## src/rtl/indicator_scan.sv

```systemverilog
// Multiplexed common-anode hex indicator: per-digit value/control registers,
// scan timebase with one dead cycle per digit slot, and a blink phase.
module indicator_scan #(
    parameter int ID_W      = 2,
    parameter int SCAN_DIV  = 50000,
    parameter int BLINK_DIV = 100,
    localparam int DIGITS   = 2**ID_W
) (
    input  logic                  clk,
    input  logic                  Reset,
    input  logic                  wr,
    input  logic                  wr_ctl,
    input  logic [3:0]            Data,
    input  logic [ID_W-1:0]       PortID,
    output logic [4*DIGITS-1:0]   Indicator,
    output logic [6:0]            Seg,
    output logic                  Dp,
    output logic [DIGITS-1:0]     Anode
);

    localparam int CNT_W = $clog2(SCAN_DIV);
    localparam int RND_W = (BLINK_DIV > 1) ? $clog2(BLINK_DIV) : 1;

    logic [3:0]      r_value [DIGITS];
    logic [2:0]      r_ctl   [DIGITS];
    logic [CNT_W-1:0] r_cnt;
    logic [ID_W-1:0]  r_idx;
    logic [RND_W-1:0] r_rnd;
    logic             r_ph;

    logic [3:0]        w_digit;
    logic [2:0]        w_ctl;
    logic              w_vis;
    logic [6:0]        w_dec;
    logic [DIGITS-1:0] w_anode;
    logic              w_slot_end;
    logic              w_frame_end;

    assign w_digit     = r_value[r_idx];
    assign w_ctl       = r_ctl[r_idx];
    assign w_vis       = !w_ctl[0] && !(w_ctl[1] && r_ph);
    assign w_slot_end  = (r_cnt == CNT_W'(SCAN_DIV - 1));
    assign w_frame_end = w_slot_end && (r_idx == ID_W'(DIGITS - 1));

    always_comb begin
        Indicator = '0;
        for (int unsigned k = 0; k < DIGITS; k++) begin
            Indicator[4*k +: 4] = r_value[k];
        end
    end

    // Segment order {g,f,e,d,c,b,a}, active-low.
    always_comb begin
        w_dec = 7'h7F;
        case (w_digit)
            4'h0: w_dec = 7'h40;
            4'h1: w_dec = 7'h79;
            4'h2: w_dec = 7'h24;
            4'h3: w_dec = 7'h30;
            4'h4: w_dec = 7'h19;
            4'h5: w_dec = 7'h12;
            4'h6: w_dec = 7'h02;
            4'h7: w_dec = 7'h78;
            4'h8: w_dec = 7'h00;
            4'h9: w_dec = 7'h10;
            4'hA: w_dec = 7'h08;
            4'hB: w_dec = 7'h03;
            4'hC: w_dec = 7'h46;
            4'hD: w_dec = 7'h21;
            4'hE: w_dec = 7'h06;
            4'hF: w_dec = 7'h0E;
            default: w_dec = 7'h7F;
        endcase
    end

    // cnt==0 is the dead cycle between digits: no anode enabled.
    always_comb begin
        w_anode = '1;
        if (r_cnt != '0) begin
            w_anode[r_idx] = 1'b0;
        end
    end

    always_ff @(posedge clk or negedge Reset) begin
        if (!Reset) begin
            for (int unsigned k = 0; k < DIGITS; k++) begin
                r_value[k] <= '0;
                r_ctl[k]   <= '0;
            end
            r_cnt <= '0;
            r_idx <= '0;
            r_rnd <= '0;
            r_ph  <= 1'b0;
            Seg   <= 7'h7F;
            Dp    <= 1'b1;
            Anode <= '1;
        end else begin
            if (wr) begin
                r_value[PortID] <= Data;
            end
            if (wr_ctl) begin
                r_ctl[PortID] <= Data[2:0];
            end

            if (w_slot_end) begin
                r_cnt <= '0;
                r_idx <= r_idx + ID_W'(1);
            end else begin
                r_cnt <= r_cnt + CNT_W'(1);
            end

            if (w_frame_end) begin
                if (r_rnd == RND_W'(BLINK_DIV - 1)) begin
                    r_rnd <= '0;
                    r_ph  <= ~r_ph;
                end else begin
                    r_rnd <= r_rnd + RND_W'(1);
                end
            end

            Seg   <= w_vis ? w_dec : 7'h7F;
            Dp    <= w_vis ? ~w_ctl[2] : 1'b1;
            Anode <= w_anode;
        end
    end

endmodule

```

## config.mk

```make
export PLATFORM = sky130hd
export DESIGN_NAME = indicator_scan
export DESIGN_NICKNAME = d
export VERILOG_FILES = /design/src/rtl/indicator_scan.sv
export SDC_FILE = /design/constraint.sdc
export NUM_CORES = 1
export LEC_CHECK = 0
export BUFFER_PORTS_ARGS = -buffer_cell sky130_fd_sc_hd__buf_2
export CAP_MARGIN = 20
export CORE_MARGIN = 2
export CORE_UTILIZATION = 55
export DETAILED_ROUTE_END_ITERATION = 7
export HOLD_SLACK_MARGIN = 0.06
export PLACE_DENSITY_LB_ADDON = 0.25
export SETUP_SLACK_MARGIN = 0.15
export SLEW_MARGIN = 0
export SYNTH_ARGS = -nofsm -noshare
export SYNTH_HDL_FRONTEND = slang
export SYNTH_SLANG_ARGS = --single-unit
```

## constraint.sdc

```tcl
create_clock -name clk -period 2.4 [get_ports clk]
set_input_delay 0.36 -clock clk [delete_from_list [all_inputs] [get_ports clk]]
set_output_delay 0.36 -clock clk [all_outputs]
set_load 0.1 [all_outputs]
```

==> results.py, run 1 <==
metrics = {
    "grt": {
        "grt_pass1_vias": 2217,
        "antenna_found_initial": 0,
        "grt-busiest-layer": "met2",
        "grt_max_degree": 34,
        "overflow": 0,
        "gr-usage-met1_pct": 30.8,
        "use_met3_pct": 4.94,
        "grtUsageTotal_pct": 22.9,
        "grt_pass1_wl_um": 10900,
        "grt_util_met2_pct": 35.3,
    },
    "critical_path": {
        "required_ns": 2.67,
        "r2r-start": "r_idx[0]",
        "worst-path-max-fanout": 8,
        "worst_ep_arrival_time_ns": 2.27,
        "r2r_cells": 5,
        "startpoint_type": "flip-flop",
        "cp-end-kind": "flip-flop",
        "worstReg2RegEnd": "Seg[3]",
        "setup.worst_path.class": "reg -> reg",
        "reg2reg_setup_slack_ns": 0.40,
    },
    "power_and_ir_drop": {
        "combPwrFrac_pct": 31.0,
        "ir_drop_mv": 0.712,
        "p_leak_nw": 1.69,
        "power_switching_mw": 1.41,
        "power.internal_mw": 2.23,
        "power_density_nw_per_um2": 968,
        "p_seq_share_pct": 37.1,
        "clkPwrFrac_pct": 31.9,
        "swShare_pct": 38.7,
    },
    "synthesis": {
        "syn_area_um2": 3210,
        "netlist_top_cells_area": "dfrtp_1 (42%), mux2_2 (12%), dfstp_2 (9.8%)",
        "yosys-top-cells-count": "dfrtp_1 (54), mux2_2 (33), nand2_1 (16), nand3_1 (16)",
        "synthesis.nets": 283,
        "avgSynthCellArea_um2": 12.3,
        "yosys.area.top_type": "dfrtp_1",
        "async_flop_share_pct": 100,
        "synthCells": 260,
        "synthMostInstantiatedCell": "dfrtp_1",
        "synth_top_flop_cell": "dfrtp_1",
        "yosysSeqAreaShare_pct": 51.9,
        "synth_cell_types": 37,
        "ys_warn_count": 0,
        "yosysTopAreaCellShare_pct": 42.1,
        "ys_seq_elements": 66,
        "synth-edff-count": 0,
    },
    "clock_network": {
        "clock-root-buffer": "clkbuf_8",
        "insertion_delay_ns": 0.35,
        "cts_sinks": 66,
        "cts_buffers": 9,
        "cts_hold_buf": 0,
        "clockBufferDepth": 2,
        "clkTransAtPathRegs_ns": 0.07,
        "htree_levels": 3,
        "cts_tree": "yes",
        "cts_resized": 0,
        "post-cts-setup-buffer-count": 0,
    },
    "floorplanning": {
        "rows": 27,
        "fp.dieArea_um2": 6460,
        "initial_core_util_pct": 57.6,
        "core_um2": 5570,
        "dieHeight_um": 80.4,
        "io_pins": 38,
        "die_w_um": 80.4,
    },
    "cells_and_area": {
        "fin_nets": 332,
        "n_antenna_cell": 0,
        "drive_above_1_share_pct": 37.9,
        "num-fill-cells": 428,
        "syn2layout_area_growth_pct": 17.2,
    },
    "timing": {
        "timing.hold.ws_ns": 0.0852,
        "worst-slew-pin-transition_ns": 0.786,
        "rsz0062_at_grt": "no",
        "max_freq_ghz": 0.500,
        "period_minus_slack_ns": 2.00,
        "setup_tns_ns": 0,
        "skew_ns": 0.00867,
        "slew_violations": 0,
        "slew_headroom_pct": 47.6,
        "period_share_pct": 83.3,
        "setup_viol": 0,
        "hold_violations": 0,
    },
    "drt": {
        "ant_nets": 0,
        "viasPerCell": 5.71,
        "wl_um": 6610,
        "drc": 0,
        "vias": 2205,
        "drtIter0Drc": 81,
        "drtPass1Iterations": 4,
        "wl_per_cell_um": 17.1,
    },
    "worst_hold_path": {
        "worstHoldPathType": "in -> async",
    },
    "placed_design": {
        "routabilityCongestion": 0.821,
        "dp_hpwl_um": 4530,
        "portBuffers": 37,
    },
    "run_status": {
        "status": "finished clean",
    },
    "job": {
        "drv_cap": 0,
    },
}
-- per-layer routing --
| layer | part of all wire (%) | vias up |
|---|---|---|
| li1 | - | 1030 |
| met4 | 2.0 | 0 |
| met2 | 48 | 57 |
| met3 | 4.1 | 11 |
| met1 | 46 | 1107 |
| met5 | 0 | - |
-- sequential cells by signal, summed over array words and instances, names as in the netlist --
| signal | flops |
|---|---|
| r_rnd | 7 |
| Indicator | 16 |
| r_ph | 1 |
| r_idx | 2 |
| Dp | 1 |
| Seg | 7 |
| r_ctl | 12 |
| r_cnt | 16 |
| Anode | 4 |
-- kinds of logic after synthesis --
kind of cell               Yosys count  synth area share [%]
buffers and inverters               15                  2.30
DFF                                 66                  51.9
adders and majority gates           13                  5.07
muxes                               42                  17.1
and+or+nand+nor                     83                  14.0
AOI/OAI and AO/OA                   21                  4.17
xor gates and xnor gates            20                  5.46
-- through the flow --
stage / power [mW] / cells / util [%] / setup slack [ns] / area, µm²
4_1_cts: 3.67 / 386 / 67.5 / 0.269 / 3760
3_3_place_gp: 2.48 / 370 / 63.0 / 0.392 / 3510
6_report: 3.64 / 386 / 67.5 / 0.401 / 3760
2_1_floorplan: 2.30 / 260 / - / 0.153 / 3210
5_1_grt: 3.77 / 386 / 67.5 / 0.288 / 3760
3_5_place_dp: 2.50 / 370 / 63.0 / 0.277 / 3510
-- power by group through the flow --
| stage | registers, mW | logic, mW | clock network [mW] |
|---|---|---|---|
| after global routing | 1.37 | 1.18 | 1.23 |
| after CTS | 1.35 | 1.13 | 1.18 |
| after global placement | 1.37 | 1.11 | 0 |
| final | 1.35 | 1.13 | 1.16 |
| after detailed placement | 1.37 | 1.13 | 0 |
| after floorplan | 2.03 | 0.274 | 0 |
-- worst max-delay path by stage --
stage | start | cells after the start | to
floorplan | Indicator[1] | 6 | Seg[3]
global placement | r_idx[0] | 5 | Seg[3]
detailed placement | r_idx[0] | 5 | Seg[3]
CTS | r_idx[0] | 5 | Seg[3]
global route | r_idx[0] | 6 | Seg[3]
finish | r_idx[0] | 5 | Seg[3]
-- area by class of cell --
cell class                 instances  area, µm²  share of cell area [%]
clock buffer                      10        138                    3.66
clock inverter                     6        114                    3.03
inverter                          10       37.5                   0.997
multi-input combinational        179       1470                    39.1
sequential                        66       1670                    44.4
tap                               72       90.1                    2.39
timing repair buffer              43        243                    6.45
-- critical path, stage by stage (launching register included) --
cell	delay (ns)
dfrtp_2	0.50
mux4_2	0.61
ha_1	0.27
or2_2	0.30
a21oi_1	0.13
o21ai_0	0.10
-- layout by cell type, fill, tap and decap left out, types with 2 or more instances in the layout --
master	count
o21ai_0	5
and3_1	5
buf_4	5
or2_2	2
nor4b_1	2
o31ai_1	2
ha_1	13
nor2_1	13
xnor2_1	8
nor2b_1	2
clkinvlp_4	2
bufinv_16	3
a21oi_1	6
clkbuf_8	10
mux2_2	33
nor3_1	8
nand3b_1	3
mux2i_1	2
mux4_2	7
nor3b_1	4
dfrtp_2	4
dfrtp_1	50
dfstp_2	12
inv_1	10
nand2_1	16
nand4_1	6
xor2_1	12
buf_2	37
o211ai_1	4
nand3_1	16
No activity file was read; power rests on OpenSTA's default activity.
==> run 2: changes to the inputs <==
--- a/config.mk
+++ b/config.mk
@@ -8,7 +8,7 @@
 export BUFFER_PORTS_ARGS = -buffer_cell sky130_fd_sc_hd__buf_2
 export CAP_MARGIN = 20
 export CORE_MARGIN = 2
-export CORE_UTILIZATION = 55
+export CORE_UTILIZATION = 52
 export DETAILED_ROUTE_END_ITERATION = 7
 export HOLD_SLACK_MARGIN = 0.06
 export PLACE_DENSITY_LB_ADDON = 0.25
==> constraint.sdc (replaced) <==
create_clock -name clk -period 1.7 [get_ports clk]
set_input_delay 0.255 -clock clk [delete_from_list [all_inputs] [get_ports clk]]
set_output_delay 0.255 -clock clk [all_outputs]
set_load 0.1 [all_outputs]
==> results.py, run 2 (synthesis results as in run 1) <==
metrics = {
    "drt": {
        "drc": 0,
        "wl_per_cell_um": 17.5,
        "drtIter0Drc": 133,
        "viasPerCell": 5.58,
        "ant_nets": 0,
        "drtPass1Iterations": 4,
        "vias": 2429,
        "wl_um": 7600,
    },
    "grt": {
        "overflow": 0,
        "grt_util_met2_pct": 36.6,
        "grtUsageTotal_pct": 23.4,
        "antenna_found_initial": 0,
        "use_met3_pct": 5.65,
        "grt_max_degree": 67,
        "grt_pass1_vias": 2468,
        "grt_pass1_wl_um": 11800,
        "grt-busiest-layer": "met2",
        "gr-usage-met1_pct": 30.8,
    },
    "critical_path": {
        "reg2reg_setup_slack_ns": -0.11,
        "path_delay_family": "multiplexers",
        "cp.buffers_inverters": 0,
        "startpoint_type": "flip-flop",
        "path_cells": "mux4_2 -> ha_4 -> mux2_4 -> o21ai_2 -> nand2_1",
        "slowest_delay_ns": 0.58,
        "r2r-start": "Indicator[12]",
        "worst-path-max-fanout": 4,
        "worst_ep_arrival_time_ns": 2.09,
        "cp-end-kind": "flip-flop",
        "required_ns": 1.98,
        "setup.worst_path.class": "reg -> reg",
        "r2r_cells": 5,
        "critPathSlowestCell": "mux4_2",
        "worstReg2RegEnd": "Seg[4]",
    },
    "floorplanning": {
        "fp.dieArea_um2": 6820,
        "core_um2": 5960,
        "io_pins": 38,
        "die_w_um": 82.6,
        "dieHeight_um": 82.6,
        "initial_core_util_pct": 53.9,
        "rows": 28,
    },
    "cells_and_area": {
        "final_common_cell": "buf_4",
        "fin_nets": 378,
        "num-fill-cells": 376,
        "design_area_um2": 4520,
        "multi_input_area_um2": 1740,
        "fin_cells": 435,
        "syn2layout_area_growth_pct": 40.9,
        "n_antenna_cell": 0,
        "layout_common_cells": "buf_4 (40), dfrtp_1 (36), mux2_2 (28)",
        "drive_above_1_share_pct": 58.9,
        "seqCellArea_um2": 1710,
    },
    "timing": {
        "rsz0062_at_grt": "yes",
        "slew_violations": 0,
        "slew_headroom_pct": 67.0,
        "setup_viol": 11,
        "setup_tns_ns": -0.526,
        "period_minus_slack_ns": 1.81,
        "period_share_pct": 106,
        "fin_ws_ns": -0.110,
        "hold_violations": 0,
        "max_freq_ghz": 0.552,
        "worst-slew-pin-transition_ns": 0.498,
        "skew_ns": 0.00701,
    },
    "worst_hold_path": {
        "hold_end": "Indicator[11]",
        "worstHoldPathType": "in -> reg",
        "holdPathStages": 2,
        "min_from": "Data[3]",
    },
    "clock_network": {
        "htree_levels": 3,
        "clock-root-buffer": "clkbuf_8",
        "cts_sinks": 66,
        "cts_buffers": 9,
        "insertion_delay_ns": 0.35,
        "cts_tree": "yes",
        "clkTransAtPathRegs_ns": 0.08,
        "clockBufferDepth": 2,
    },
    "run_status": {
        "violations": "negative setup slack",
        "status": "finished, violations left",
    },
    "placed_design": {
        "portBuffers": 37,
        "pre_cts_slack_ns": -0.146,
        "routabilityCongestion": 0.845,
        "dp.cells": 403,
        "dp_hpwl_um": 4620,
        "placed_area_um2": 3880,
    },
    "power_and_ir_drop": {
        "ir_drop_mv": 1.24,
        "p_total_mw": 5.26,
        "power_density_nw_per_um2": 1160,
        "p_leak_nw": 2.06,
    },
    "job": {
        "drv_cap": 0,
    },
}
run 2: cell types whose count changed in the layout (fill, tap and decap cells not counted), moves of 6 or more:
cell      previous run  this run
nor3_4               0         6
dfrtp_1             50        36
buf_4                5        40
buf_6                0        10
dfrtp_2              4        10
nor3_1               8         1
dfrtp_4              0         8
clkbuf_4             0        14
buf_2               37        20
run 2: repair_timing:
action                                  4_1_cts  5_1_grt
hold buffers                                  1        0
gates resized for setup                      26       47
hold endpoints to repair                     54        0
buffers inserted                              8        7
endpoints found under the setup margin       21       46
cloned                                        0        0
pin swaps                                    13       28
run 2: final cells by class:
class                      count  area share (%)
clock buffer                  10            3.04
clock inverter                 6            1.96
inverter                      10           0.996
multi-input combinational    179            38.5
sequential                    66            37.8
tap                           75            2.07
timing repair buffer          89            15.7
run 2: report_power, final:
group	switching (mW)	leakage, nW	internal (mW)
registers	0.115	0.787	1.82
logic	1.32	1.16	0.499
clock network	0.643	0.109	0.868
total	2.08	2.06	3.18
run 2: how the worst max path moves through the flow:
stage / end / startpoint / depth (start not counted) / slack, ns
6_report: Seg[4] / Indicator[12] / 5 / -0.11
5_1_grt: Seg[4] / r_idx[0] / 5 / -0.16
4_1_cts: Seg[4] / r_idx[0] / 5 / -0.08
3_5_place_dp: Seg[1] / r_idx[0] / 5 / -0.15
3_3_place_gp: Seg[4] / r_idx[0] / 5 / -0.07
2_1_floorplan: Seg[4] / Indicator[12] / 5 / -0.18
run 2: layer usage:
layer / wire length [µm] / share of wire (%)
met1: 3340 / 44
met2: 3820 / 50
met3: 308 / 4.1
met4: 124 / 1.6
met5: 0 / 0
run 2: metrics by stage:
| step | hold WS (ns) | utilization, % |
|---|---|---|
| after global placement | 0.296 | 65.1 |
| after floorplan | -0.0406 | - |
| after global routing | 0.186 | 75.9 |
| final | 0.191 | 75.9 |
| after detailed placement | 0.297 | 65.1 |
| after CTS | 0.178 | 72.1 |
==> run 3: changes to the inputs <==
--- a/config.mk
+++ b/config.mk
@@ -8,7 +8,7 @@
 export BUFFER_PORTS_ARGS = -buffer_cell sky130_fd_sc_hd__buf_2
 export CAP_MARGIN = 20
 export CORE_MARGIN = 2
-export CORE_UTILIZATION = 52
+export CORE_UTILIZATION = 55
 export DETAILED_ROUTE_END_ITERATION = 7
 export HOLD_SLACK_MARGIN = 0.06
 export PLACE_DENSITY_LB_ADDON = 0.25
==> constraint.sdc (replaced) <==
create_clock -name clk -period 1.76 [get_ports clk]
set_input_delay 0.264 -clock clk [delete_from_list [all_inputs] [get_ports clk]]
set_output_delay 0.264 -clock clk [all_outputs]
set_load 0.1 [all_outputs]
==> results.py, run 3 (synthesis results as in run 1) <==
metrics = {
    "critical_path": {
        "cp-end-kind": "flip-flop",
        "startpoint_type": "flip-flop",
        "worst_ep_arrival_time_ns": 2.07,
        "r2r_cells": 6,
        "required_ns": 2.05,
        "worst-path-max-fanout": 3,
        "setup.worst_path.class": "reg -> reg",
    },
    "drt": {
        "drtIter0Drc": 75,
        "routed.top_layer": "met4",
        "met2_length_um": 3340,
        "wl_um": 6770,
        "ant_nets": 0,
        "wl_met3_um": 304,
        "wl_per_cell_um": 16.2,
        "viasPerCell": 5.55,
        "drtPass1Iterations": 4,
        "wl_met1_um": 2990,
        "vias": 2314,
        "drc": 0,
    },
    "cells_and_area": {
        "syn2layout_area_growth_pct": 31.1,
        "seqCellArea_um2": 1710,
        "fin_nets": 363,
        "final_common_cell": "buf_2",
        "design_area_um2": 4210,
        "num-fill-cells": 366,
        "drive_above_1_share_pct": 54.5,
        "multi_input_area_um2": 1670,
        "layout_common_cells": "buf_2 (37), dfrtp_1 (35), buf_4 (31)",
        "final_util_pct": 75.5,
        "n_antenna_cell": 0,
        "fin_cells": 417,
    },
    "grt": {
        "grt_max_degree": 67,
        "grt_pass1_vias": 2404,
        "grt_pass1_wl_um": 11400,
        "overflow": 0,
        "grtUsageTotal_pct": 23.5,
        "antenna_found_initial": 0,
    },
    "placed_design": {
        "portBuffers": 37,
        "pre_cts_slack_ns": -0.134,
        "routabilityCongestion": 0.826,
        "placed_area_um2": 3780,
        "dp_hpwl_um": 4580,
        "dp.cells": 389,
    },
    "timing": {
        "slew_headroom_pct": 66.9,
        "worst-slew-pin-transition_ns": 0.496,
        "slew_violations": 0,
        "setup_tns_ns": -0.0492,
        "rsz0062_at_grt": "yes",
        "setup_viol": 2,
        "skew_ns": 0.00957,
        "period_minus_slack_ns": 1.79,
        "hold_violations": 0,
        "max_freq_ghz": 0.560,
        "fin_ws_ns": -0.0256,
        "period_share_pct": 101,
    },
    "job": {
        "drv_cap": 0,
    },
    "floorplanning": {
        "fp.dieArea_um2": 6460,
        "core_um2": 5570,
        "dieHeight_um": 80.4,
        "rows": 27,
        "die_w_um": 80.4,
        "initial_core_util_pct": 57.6,
        "io_pins": 38,
    },
    "worst_hold_path": {
        "worstHoldPathType": "in -> reg",
        "holdPathStages": 2,
    },
    "power_and_ir_drop": {
        "power.internal_mw": 2.83,
        "p_leak_nw": 1.92,
        "swShare_pct": 41.4,
        "power_density_nw_per_um2": 1150,
        "ir_drop_mv": 0.956,
        "combPwrFrac_pct": 34.4,
        "clkPwrFrac_pct": 27.0,
        "p_seq_share_pct": 38.6,
        "power_switching_mw": 2.00,
    },
    "run_status": {
        "violations": "negative setup slack",
        "status": "finished, violations left",
    },
    "clock_network": {
        "clockBufferDepth": 2,
        "cts_sinks": 66,
        "clock-root-buffer": "clkbuf_8",
        "cts_tree": "yes",
        "insertion_delay_ns": 0.35,
        "htree_levels": 3,
        "clkTransAtPathRegs_ns": 0.08,
        "cts_buffers": 9,
    },
}
-- run 3: cell types whose count changed in the layout (fill, tap and decap cells not counted), moves of 2 or more --
cell      before  now
buf_6         10    4
o21ai_0        0    2
o21ai_2        3    0
buf_4         40   31
nor2_4         5    1
buf_2         20   37
nor2_1         8   13
clkbuf_4      14    0
buf_12         4    1
-- run 3: power groups by stage --
stage / Combinational (mW) / Sequential (mW) / Clock, mW
2_1_floorplan: 0.411 / 2.80 / 0
3_3_place_gp: 1.59 / 1.89 / 0
3_5_place_dp: 1.62 / 1.90 / 0
4_1_cts: 1.65 / 1.86 / 1.31
5_1_grt: 1.75 / 1.88 / 1.38
6_report: 1.66 / 1.86 / 1.30
-- run 3: repair_timing --
| action | 4_1_cts | 5_1_grt |
|---|---|---|
| endpoints found under the setup margin | 24 | 21 |
| gates cloned | 0 | 0 |
| hold buffers | 1 | 0 |
| gates resized for setup | 17 | 14 |
| hold endpoints to repair | 54 | 0 |
| buffers inserted | 7 | 4 |
| pin swaps | 7 | 4 |
-- run 3: worst paths after layout --
check / from / to / slack, ns
min: Data[3] / Indicator[3] / 0.19
max reg2reg: Indicator[13] / Seg[4] / -0.03
max: Indicator[13] / Seg[4] / -0.03
max in group asynchronous: Reset / Seg[1] / 0.98
min in group asynchronous: Reset / r_cnt[7] / 0.46
min reg2reg: r_ctl[3] / r_ctl[3] / 0.51
-- run 3: worst max-delay path, cell delays in order (launching register included) --
cell	delay [ns]
dfrtp_4	0.49
mux4_2	0.55
buf_4	0.19
ha_1	0.19
o21ai_1	0.15
o21ai_1	0.08
nand2_1	0.07
-- run 3: final cells by class --
cell class	count	area share [%]
inverters	10	1.10
well taps	72	2.14
clock inverters	7	1.84
multi-input cells	179	39.6
flip-flops and latches	66	40.6
repair buffers	74	11.7
clock buffers	9	2.94
-- run 3: metrics by stage --
step / power (mW) / hold slack, ns
final: 4.83 / 0.188
after global routing: 5.02 / 0.185
after CTS: 4.83 / 0.184
after detailed placement: 3.51 / 0.305
after global placement: 3.48 / 0.306
after floorplan: 3.21 / -0.0316
-- run 3: layer usage --
layer  global-route usage [%]  vias up
li1                         -     1099
met1                     30.3     1142
met4                     11.9        0
met2                     37.1       57
met5                        0        -
met3                     5.73       16
